**src/rtl/pl_exmem_stage.sv**
```systemverilog
// EX/MEM pipeline register with architectural status flags, EX->EX forwarding
// and load-use hazard detection for the ID stage.
module pl_exmem_stage #(
  parameter int unsigned DATA_W = 8,
  parameter int unsigned ADDR_W = 16,
  parameter int unsigned RD_W   = 3
) (
  input  logic              clk,
  input  logic              rst,
  input  logic              stall,
  input  logic              flush,
  input  logic              ex_valid,
  input  logic [DATA_W-1:0] ex_dout,
  input  logic              ex_cout,
  input  logic              ex_gt,
  input  logic              ex_lt,
  input  logic              ex_eq,
  input  logic              ex_cmp,
  input  logic              ex_c_upd,
  input  logic              ex_wb_en,
  input  logic [RD_W-1:0]   ex_rd,
  input  logic              ex_mem_wr,
  input  logic              ex_mem_rd,
  input  logic [ADDR_W-1:0] ex_addr,
  input  logic [DATA_W-1:0] ex_st_data,
  input  logic [RD_W-1:0]   id_rs1,
  input  logic [RD_W-1:0]   id_rs2,
  output logic              mem_valid,
  output logic [DATA_W-1:0] mem_result,
  output logic              mem_wb_en,
  output logic [RD_W-1:0]   mem_rd,
  output logic              mem_wr,
  output logic              mem_rd_en,
  output logic [ADDR_W-1:0] mem_addr,
  output logic [DATA_W-1:0] mem_st_data,
  output logic              flag_c,
  output logic              flag_gt,
  output logic              flag_lt,
  output logic              flag_eq,
  output logic              fwd_hit1,
  output logic              fwd_hit2,
  output logic              load_use
);

  logic capture;
  logic rs1_match;
  logic rs2_match;

  assign capture = ~flush & ~stall;

  // Control bits are cleared by flush even under stall; data registers hold.
  always_ff @(posedge clk or posedge rst) begin
    if (rst) begin
      mem_valid   <= 1'b0;
      mem_wb_en   <= 1'b0;
      mem_wr      <= 1'b0;
      mem_rd_en   <= 1'b0;
      mem_result  <= '0;
      mem_rd      <= '0;
      mem_addr    <= '0;
      mem_st_data <= '0;
    end else if (flush) begin
      mem_valid   <= 1'b0;
      mem_wb_en   <= 1'b0;
      mem_wr      <= 1'b0;
      mem_rd_en   <= 1'b0;
    end else if (!stall) begin
      mem_valid   <= ex_valid;
      mem_wb_en   <= ex_wb_en & ex_valid;
      mem_wr      <= ex_mem_wr & ex_valid;
      mem_rd_en   <= ex_mem_rd & ex_valid;
      mem_result  <= ex_dout;
      mem_rd      <= ex_rd;
      mem_addr    <= ex_addr;
      mem_st_data <= ex_st_data;
    end
  end

  // Status flags only change on a real, captured instruction; flush never clears them.
  always_ff @(posedge clk or posedge rst) begin
    if (rst) begin
      flag_c  <= 1'b0;
      flag_gt <= 1'b0;
      flag_lt <= 1'b0;
      flag_eq <= 1'b0;
    end else if (capture && ex_valid) begin
      if (ex_cmp) begin
        flag_gt <= ex_gt;
        flag_lt <= ex_lt;
        flag_eq <= ex_eq;
      end
      if (ex_c_upd) begin
        flag_c <= ex_cout;
      end
    end
  end

  assign rs1_match = (mem_rd == id_rs1);
  assign rs2_match = (mem_rd == id_rs2);

  // A load result is not available yet, so it raises load_use instead of forwarding.
  assign fwd_hit1 = mem_valid & mem_wb_en & ~mem_rd_en & rs1_match;
  assign fwd_hit2 = mem_valid & mem_wb_en & ~mem_rd_en & rs2_match;
  assign load_use = mem_valid & mem_rd_en & mem_wb_en & (rs1_match | rs2_match);

endmodule
```
**config.mk**
```make
export PLATFORM = sky130hd
export DESIGN_NAME = pl_exmem_stage
export DESIGN_NICKNAME = d
export VERILOG_FILES = /design/src/rtl/pl_exmem_stage.sv
export SDC_FILE = /design/constraint.sdc
export NUM_CORES = 1
export LEC_CHECK = 0
export ABC_AREA = 1
export CAP_MARGIN = 20
export CORE_UTILIZATION = 40
export CTS_CLUSTER_SIZE = 25
export DETAILED_ROUTE_END_ITERATION = 16
export PLACE_DENSITY = 0.87
export SETUP_SLACK_MARGIN = 0.15
export SYNTH_ARGS = -nofsm -noshare
export SYNTH_HDL_FRONTEND = slang
export SYNTH_SLANG_ARGS = --single-unit
```
**constraint.sdc**
```tcl
create_clock -name clk -period 3.42 [get_ports clk]
set_input_delay 0.513 -clock clk [delete_from_list [all_inputs] [get_ports clk]]
set_output_delay 0.513 -clock clk [all_outputs]
set_load 0.1 [all_outputs]
```
==> results.md <==
- Status: finished clean
- Die Span Y: 68.2 um
- GRT met2 Usage: 33.5%
- Routed WL: approximately 4 mm
- Minimum hold slack: 0.477 ns
- Commonest cells in the synthesized netlist: dfrtp_1 (43), nand2_1 (30), mux2_2 (28), nand3_1 (11), inv_1 (8)
- CP top delay family: buffers and inverters
- Worst-path maximum fanout: 4
- Top FF cell, synth: dfrtp_1
- Drt first pass iters: 4
- Worst path bufs/invs: 1
- Post-synthesis adder-cell area fraction: 0%
- Post-synthesis average cell area: approximately 13 um^2
- Cts hold-fix bufs: 0
- Largest family of logic cells by synthesized area: multiplexers
- Post-Syn Nets: 195
- Peak VDD IR: 0.000447 V
- Vias in the first global route: between 1,000 and 1,500
- Synth Area in Simple Gates: 10.8%
- # H-tree levels: 2
- Post-Synth XOR/XNOR Area: under 10%
- CTS Root Cell: clkbuf_8
- Worst Reg-to-Reg Cells: 1
- Ratio of cells with drive above 1 in the final layout: 19.2%
- Synth warnings: 0
- Share of the synthesized area in the top cell type: 61.4%
- Area occupied by multi-input gates: about 620 um^2
- Area grow syn2layout: 64.2%
- Worst R2R Start: mem_result[4]
- Yosys reg bits: 43
- Worst path max stage delay: 1.16 ns
- R2R Setup Slk: about 2.7 ns
- Die area: roughly 0.0047 mm^2
- Clk Latency, worst-skew pair: approximately 0.28 ns
- Vias per cell: 4.75
- TNS Setup: 0 ns
- Longest Clk Path Bufs: 2
- Slew margin rel.: 33.3%
- Startpoint Class: register
- Core ar.: 0.00412 mm^2
- CP Cell Sequence: clkdlybuf4s50_1
- Leakage power: between 1 and 1.5 nW
- Worst Max-Slew Pin Slew: 0.998 ns
- Top-count cell post-synth: dfrtp_1
- Critical Path AT: roughly 1.9 ns
- Max Freq: roughly 0.42 GHz
- Initial drt markers: 57
- Post-synth top area cell: dfrtp_1
- Num CTS Buffers: 5
- Finish-stage setup viols: 0
- Top post-synthesis cells by area: dfrtp_1 (61%), mux2_2 (18%), nand2_1 (6.4%)
- # IOs: 101
- Hold Crit Start: flag_lt
- Max-Cap Viols: 0
- Tmin final: ~2.4 ns
- Register area: 0.00108 mm^2
- Final Cycle Share: 69.5%
- Max Clock Skew: 0 ns
- Post_cts resized: 0
- Distinct cells, synth: 15
- EDFF count, synth: 0
- Final Hold Violating Endpoints: 0
- Antenna cells: 0
- Routability congestion estimate: 0.813
- Seq/Total Area, Yosys: 61.4%
- Crit Reg-Reg Endpoint: mem_result[4]
- Pwr Density: 624 mW/mm^2
- Average routed wire per standard cell: 13.5 um
- Initial antenna violation count: 0
- Met1 usage: 20.0%
- Min-Delay Path Class: reg -> reg
- Largest net degree at the start of global routing: 44
- Mapped Cells: 140
- Final Max Tran Viols: 0
- Die W: 68.2 um
- Vias: 1,400
- Compound-gate portion of the synthesized area: under 10%
- Hold path cells: 2
- Initial Util: a little over two fifths
- Worst-path cell with the longest stage delay: clkdlybuf4s50_1
- Final nets: 299
- Clk pin slew, worst setup/hold paths: 0.08 ns
- Critical path type: reg -> out
- Met3 Track Usage GR: 4.83%
- Post-Syn Area: around 0.0018 mm^2
- Site row count: 23
- Drc violations: 0
- Critical path endpoint category: primary output
- Port Buffers: 100
- Grt ovf: 0
- DP HPWL: 3.05 mm
- Area after DPL: 0.00279 mm^2
- Total of fill cells in the finished design: 325
- Post-CTS setup buffer count: 0
- Global-route wire length before repair: 6.18 mm
- Synth async-reset ratio: 100%
- RSZ-0062 raised after global routing: false
- Clock sinks: 43
- Total global-route track usage: 18.5%
- GRT busiest layer: met2
- Worst Path Required: 2.91 ns
- CTS tree: yes
- Antenna Nets Post-Route: 0
- Post-layout instance area: 0.00288 mm^2
- Hold EP: flag_lt
- Post-synthesis mux area share: 21.4%
==> registers in the layout, indices dropped and copies added (netlist names) <==
register	cells
mem_rd	3
flag_lt	1
flag_eq	1
mem_wb_en	1
mem_st_data	8
mem_result	8
mem_valid	1
mem_wr	1
flag_gt	1
mem_addr	16
mem_rd_en	1
flag_c	1
==> worst max path at each step <==
stage	end	cells after the start	slack [ns]	from
after detailed placement	mem_st_data[6]	4	1.09	stall
after floorplan	load_use	3	0.17	mem_rd[1]
after global routing	mem_rd[2]	1	0.98	mem_rd[2]
after global placement	mem_st_data[4]	4	1.17	stall
final	mem_rd[2]	1	1.04	mem_rd[2]
after CTS	mem_rd[1]	1	1.03	mem_rd[1]
==> cells by family after synthesis <==
family                    after synthesis
muxes                                  32
xor gates and xnor gates                3
buffers and inverters                  13
and+or+nand+nor                        45
AOI/OAI and AO/OA                       4
DFF                                    43
==> layout make-up <==
cell class	count	share of cell area (%)
repair buffers	101	34.8
well taps	50	2.17
inverters	9	1.17
clock inverters	3	0.696
flip-flops and latches	43	37.4
clock buffers	5	2.39
multi-input cells	84	21.4
==> cells in the final DEF (no fill, tap or decap) <==
master           Yosys  layout
a21oi_1              1       1
buf_4                0       4
clkbuf_8             0       5
clkdlybuf4s50_1      0      97
clkinv_2             0       1
clkinvlp_4           0       2
dfrtp_1             43      43
inv_1                8       7
inv_2                1       2
mux2_2              28      28
mux2_4               4       4
nand2_1             30      30
nand3_1             11      11
nand3b_1             1       1
nor2_1               2       2
nor2_4               0       1
o21ai_0              3       3
xnor2_1              3       3
==> through the flow <==
stage / std cells / setup WS [ns] / total power, mW / utilization, %
finish: 295 / 1.04 / 1.79 / 69.9
global route: 295 / 0.982 / 1.87 / 69.9
CTS: 295 / 1.03 / 1.81 / 69.9
detailed placement: 287 / 1.09 / 1.50 / 67.8
global placement: 287 / 1.17 / 1.49 / 67.8
floorplan: 140 / 0.167 / 1.26 / -
==> report_power, final <==
| part | switching [mW] | total [mW] | internal [mW] |
|---|---|---|---|
| Clock | 0.169 | 0.311 | 0.142 |
| Combinational | 0.629 | 0.863 | 0.234 |
| Sequential | 0.0413 | 0.621 | 0.579 |
| Total | 0.839 | 1.79 | 0.956 |
==> routing by layer <==
layer	share of wire, %	vias to the layer above
li1	-	672
met2	52	56
met1	38	663
met3	7.5	9
met5	0	-
met4	2.1	0
No activity file was read; power rests on OpenSTA's default activity.
